**config.mk**
```make
export PLATFORM = sky130hd
export DESIGN_NAME = iq_sample_pacer
export DESIGN_NICKNAME = d
export VERILOG_FILES = /design/src/rtl/iq_sample_pacer_pkg.sv /design/src/rtl/iq_sample_pacer_fifo.sv /design/src/rtl/iq_sample_pacer.sv
export SDC_FILE = /design/constraint.sdc
export NUM_CORES = 1
export LEC_CHECK = 0
export CAP_MARGIN = 10
export CORE_MARGIN = 10
export CORE_UTILIZATION = 50
export DETAILED_ROUTE_END_ITERATION = 16
export GPL_ROUTABILITY_DRIVEN = 0
export GPL_TIMING_DRIVEN = 0
export PLACE_DENSITY = 0.65
export SYNTH_ARGS = -nofsm -noshare
export SYNTH_HDL_FRONTEND = slang
export SYNTH_SLANG_ARGS = --single-unit
```
**constraint.sdc**
```tcl
create_clock -name clk -period 5.83 [get_ports clk]
set_input_delay 1.749 -clock clk [delete_from_list [all_inputs] [get_ports clk]]
set_output_delay 1.749 -clock clk [all_outputs]
set_load 0.005 [all_outputs]
```
**src/rtl/iq_sample_pacer_pkg.sv**
```systemverilog
// Shared constants for the I/Q sample pacer and the sample-rate file writer.
package iq_sample_pacer_pkg;

  localparam int DEF_BITS    = 16;
  localparam int DEF_COLUMNS = 2;
  localparam int DEF_DEPTH   = 16;
  localparam int CLK_HZ      = 100_000_000;
  localparam int SAMPLE_HZ   = 6400;

  // Clocks per sample period; the writer and the pacer must agree on this.
  function automatic int clk_div_of(input int clk_hz, input int sample_hz);
    return clk_hz / sample_hz;
  endfunction

  localparam int DEF_CLK_DIV = clk_div_of(CLK_HZ, SAMPLE_HZ);

endpackage

```
**src/rtl/iq_sample_pacer_fifo.sv**
```systemverilog
// Small synchronous FIFO with an extra pointer bit to tell full from empty.
module sync_fifo
  import iq_sample_pacer_pkg::*;
#(
  parameter int WIDTH = DEF_BITS * DEF_COLUMNS,
  parameter int DEPTH = DEF_DEPTH
) (
  input  logic                   clk,
  input  logic                   rst,
  input  logic                   push,
  input  logic                   pop,
  input  logic [WIDTH-1:0]       wr_data,
  output logic [WIDTH-1:0]       rd_data,
  output logic                   full,
  output logic                   empty,
  output logic [$clog2(DEPTH):0] level
);

  localparam int AW = $clog2(DEPTH);
  localparam logic [AW:0] PTR_ONE = {{AW{1'b0}}, 1'b1};

  logic [AW:0]      wr_ptr;
  logic [AW:0]      rd_ptr;
  logic [WIDTH-1:0] mem [DEPTH];
  logic             do_push;
  logic             do_pop;

  // Guard against pushing into a full or popping from an empty FIFO.
  assign do_push = push && !full;
  assign do_pop  = pop && !empty;

  assign level   = wr_ptr - rd_ptr;
  assign empty   = (wr_ptr == rd_ptr);
  assign full    = (wr_ptr[AW] != rd_ptr[AW]) && (wr_ptr[AW-1:0] == rd_ptr[AW-1:0]);
  assign rd_data = mem[rd_ptr[AW-1:0]];

  // Pointer update; both may advance in the same cycle, leaving level unchanged.
  always_ff @(posedge clk or posedge rst) begin
    if (rst) begin
      wr_ptr <= {(AW+1){1'b0}};
      rd_ptr <= {(AW+1){1'b0}};
    end else begin
      if (do_push) wr_ptr <= wr_ptr + PTR_ONE;
      if (do_pop)  rd_ptr <= rd_ptr + PTR_ONE;
    end
  end

  // Storage write; contents need no reset since the pointers define validity.
  always_ff @(posedge clk) begin
    if (do_push) mem[wr_ptr[AW-1:0]] <= wr_data;
  end

endmodule

```
**src/rtl/iq_sample_pacer.sv**
```systemverilog
// Releases one buffered I/Q word per sample period and holds it stable
// until the next period, so a sample-rate writer can latch it anytime.
module iq_sample_pacer
  import iq_sample_pacer_pkg::*;
#(
  parameter int BITS    = DEF_BITS,
  parameter int COLUMNS = DEF_COLUMNS,
  parameter int CLK_DIV = DEF_CLK_DIV,
  parameter int DEPTH   = DEF_DEPTH
) (
  input  logic                      clk,
  input  logic                      rst,
  input  logic                      enable,
  input  logic [BITS*COLUMNS-1:0]   in_data,
  input  logic                      in_valid,
  output logic                      in_ready,
  output logic [BITS*COLUMNS-1:0]   data,
  output logic                      sample_strobe,
  output logic [$clog2(DEPTH):0]    level,
  output logic [15:0]               underflow_cnt
);

  localparam int W  = BITS * COLUMNS;
  localparam int DW = (CLK_DIV > 2) ? $clog2(CLK_DIV) : 1;
  localparam logic [DW-1:0] DIV_LAST = DW'(CLK_DIV - 1);
  localparam logic [DW-1:0] DIV_ONE  = {{(DW-1){1'b0}}, 1'b1};

  logic [DW-1:0] div_cnt;
  logic          tick;
  logic          push;
  logic          pop;
  logic          full;
  logic          empty;
  logic [W-1:0]  head;

  assign tick     = enable && (div_cnt == DIV_LAST);
  // Ready depends only on stored state; no bypass when a pop coincides with full.
  assign in_ready = !full && !rst;
  assign push     = in_valid && in_ready;
  assign pop      = tick && !empty;

  sync_fifo #(
    .WIDTH (W),
    .DEPTH (DEPTH)
  ) u_fifo (
    .clk     (clk),
    .rst     (rst),
    .push    (push),
    .pop     (pop),
    .wr_data (in_data),
    .rd_data (head),
    .full    (full),
    .empty   (empty),
    .level   (level)
  );

  // Sample-period divider: held at zero while disabled, wraps after terminal count.
  always_ff @(posedge clk or posedge rst) begin
    if (rst) begin
      div_cnt <= {DW{1'b0}};
    end else if (!enable || tick) begin
      div_cnt <= {DW{1'b0}};
    end else begin
      div_cnt <= div_cnt + DIV_ONE;
    end
  end

  // Output register, strobe and saturating underflow count, all updated per tick.
  always_ff @(posedge clk or posedge rst) begin
    if (rst) begin
      data          <= {W{1'b0}};
      sample_strobe <= 1'b0;
      underflow_cnt <= 16'h0000;
    end else begin
      sample_strobe <= pop;
      if (pop) data <= head;
      if (tick && empty && (underflow_cnt != 16'hFFFF)) begin
        underflow_cnt <= underflow_cnt + 16'd1;
      end
    end
  end

endmodule

```
==> flow_summary.ini <==
[run_status]
status = complete, no violations

[finish]
fill_cells = 3282
drive_gt1_share_pct = 21.4
syn_to_final_growth_pct = 18.3
antenna_cells = 0
final_area_um2 = 26900
nNetsFinal = 1372

[power_and_ir_drop]
clkPwrFrac_pct = 40.9
combPwrFrac_pct = 6.1
p_seq_share_pct = 53.0
power.total_w = 0.00907
power.leakage_nw = 9.41
p_switching_w = 0.00195
p_int_w = 0.00712
power_density_nw_per_um2 = 337
swShare_pct = 21.5
max-vdd-ir-drop_uv = 260

[critical_path]
worst-path-buf-inv = 4
max_stage_delay_ps = 680
crit_path_top_delay_cell = clkbuf_1
critPathTopFamily = buffers and inverters
worstPathArrival_ps = 3810
start_kind = flip-flop
cp_common_cell = clkbuf_1
crit_path_start = u_fifo.rd_ptr[2]$_DFFE_PP0P_
cp.depth = 8
regToRegStartpoint = u_fifo.rd_ptr[2]$_DFFE_PP0P_
path_max_fanout = 10
r2r_cells = 10
crit_type = reg -> out
required_ps = 4080
endpoint_kind = output port
path_cells = clkbuf_1 > clkbuf_1 > inv_1 > ha_1 > a21o_1 > a21oi_1 > xor2_1 > clkdlybuf4s50_1

[sta]
finalSetupTns_ps = 0
max_freq_ghz = 0.180
worst_pin_slew_ps = 987
period_share_pct = 95.4
skew_ps = 16.6
final_max_slew_viol_count = 0
fin_crit_ps = 5560
fin_ws_ps = 270
timing.slew.headroom_pct = 33.8
rsz0062_at_grt = false
setup_viol = 0
finalHoldViolations = 0

[clocking]
clock_path_buffers = 3
cts_tree = yes
insertion_delay_ps = 610
cts-hold-fix-buffers = 0
cts_made_buffers = 60
clock_sinks = 585
postCtsSetupRepairBufs = 0
clk_pin_slew_ps = 60
htree_levels = 2
ctsResizeCount = 0
root_buffer = clkbuf_16

[global_routing]
grt.met2_usage_pct = 29.9
top_usage_layer = met2
grt_pass1_vias = 11900
grt_util_met3_pct = 2.56
overflow = 0
grt_start_max_net_pins = 56
use_met1_pct = 24.8
grt_util_all_layers_pct = 18.2
antenna_found_initial = 0
grt_pass1_wl_um = 74100

[hold_path]
holdPathStages = 1
min_from = data[15]$_DFFE_PP0P_
min_path_type = reg -> reg

[yosys]
synthesis.nets = 1194
synth.cell_area_um2 = 22800
yosysUniqueCellTypes = 36
ys_seq_area_share_pct = 75.6
avgSynthCellArea_um2 = 19.9
synth_cells = 1145
synth_seq_cells = 585
yosysTopAreaCellShare_pct = 67.6
synth_top_area_cell = edfxtp_1
synth_area_leaders = edfxtp_1, mux4_2, dfrtp_1
yosysWarnings = 0

[routing]
antenna_left = 0
wirelength_um = 48600
drc = 0
vias = 11200
routed_via_density = 5.68
firstDrtPassIters = 5
wire_per_inst_um = 24.6
drt-initial-drc-count = 943

[floorplan]
dieArea_um2 = 54500
io_pins = 91
core_um2 = 45200
die_h_um = 233
initial_core_util_pct = 50.4
fp.dieW_um = 233
rows = 78

[placement]
io_buffers = 90
hpwl_um = 32600
post-place-ws_ps = 430
dpl_cell_area_um2 = 25000

[run]
drv_cap = 0
==> per-stage QoR <==
| step | hold slack [ps] | util, % | std cells |
|---|---|---|---|
| floorplan | 460 | - | 1145 |
| detailed placement | 465 | 55.4 | 1862 |
| global placement | 458 | 54.0 | 1835 |
| finish | 473 | 59.6 | 1974 |
| CTS | 478 | 59.6 | 1974 |
| global route | 490 | 59.6 | 1974 |
==> metal layers <==
layer  up-vias  share of wire (%)
li1       4961                  -
met1      5923                 44
met2       260                 50
met5         -                  0
met4         0                2.5
met3        72                4.3
==> synth_stat cells <==
library cell / n
o21ai_0: 2
nand3b_1: 1
nor2_1: 37
nor4_1: 2
clkbuf_1: 21
and4_1: 5
xnor2_1: 14
nor4_2: 1
nor2b_1: 1
nand4_1: 5
mux2i_1: 32
a21o_1: 34
dfrtp_1: 73
ha_1: 12
buf_1: 10
or4_1: 1
fa_1: 1
a211oi_2: 1
o2111ai_1: 1
mux2_2: 4
and4b_1: 1
buf_2: 25
inv_1: 17
mux4_2: 128
a211oi_1: 32
a21oi_1: 3
xor2_1: 22
buf_4: 1
edfxtp_1: 512
nor3_1: 7
and4bb_2: 1
and3_1: 40
nand3_1: 13
mux2_1: 1
nand2_1: 80
nand2b_1: 4
==> power groups by stage <==
stage               sequential, W  combinational [W]  clock (W)
CTS                       0.00481           0.000565    0.00378
detailed placement        0.00489           0.000563          0
finish                    0.00481           0.000554    0.00371
global route              0.00482           0.000600    0.00393
floorplan                 0.00489           0.000244          0
global placement          0.00490           0.000452          0
==> cell type report <==
class                      instances  area [µm²]  area share (%)
clock inverter                    31         268           0.994
sequential                       585       17200            63.9
multi-input combinational        486        5360            19.9
tap                              600         751            2.79
inverter                          17        66.3           0.246
timing repair buffer             117        1390            5.18
clock buffer                      82        1650            6.11
buffer                            56         245           0.911
==> final timing paths <==
| path | endpoint | slack, ps |
|---|---|---|
| max | level[4] | 270 |
| min | data[15]$_DFFE_PP0P_ | 470 |
| max reg2reg | u_fifo.mem[2][19]$_DFFE_PP_ | 880 |
| min reg2reg | data[15]$_DFFE_PP0P_ | 470 |
| max in group asynchronous | data[19]$_DFFE_PP0P_ | 3690 |
| min in group asynchronous | sample_strobe$_DFF_PP0_ | 1520 |
==> registers in the layout, indices dropped and copies added, names as in the netlist <==
signal and count:
underflow_cnt 16, u_fifo.wr_ptr 5, sample_strobe 1, data 32
div_cnt 14, u_fifo.rd_ptr 5, u_fifo.mem 512
==> placed cells by master, fill, tap and decap left out, types with 4 or more instances in the layout <==
cell	instances
a211oi_1	32
a21o_1	34
and3_1	40
and4_1	5
buf_1	9
buf_12	4
buf_16	9
buf_2	25
buf_6	10
bufinv_16	4
clkbuf_1	38
clkbuf_16	61
clkbuf_8	4
clkdlybuf4s50_1	90
clkinv_1	7
clkinv_2	13
clkinvlp_4	4
dfrtp_1	73
edfxtp_1	512
ha_1	12
inv_1	16
mux2_2	4
mux2i_1	32
mux4_2	128
nand2_1	80
nand2b_1	4
nand3_1	13
nand4_1	5
nor2_1	25
nor2_4	12
nor3_2	4
xnor2_1	14
xor2_1	22
==> cell families after synthesis <==
| kind of cell | count (synthesis) | synth area share [%] |
|---|---|---|
| simple gates | 199 | 4.21 |
| mux | 165 | 14.3 |
| compound gates | 73 | 2.38 |
| buf+inv | 74 | 1.37 |
| flops | 585 | 75.6 |
| fa+ha+maj | 13 | 0.748 |
| xor+xnor | 36 | 1.39 |
Note: power is estimated with default switching activity, not from simulation.
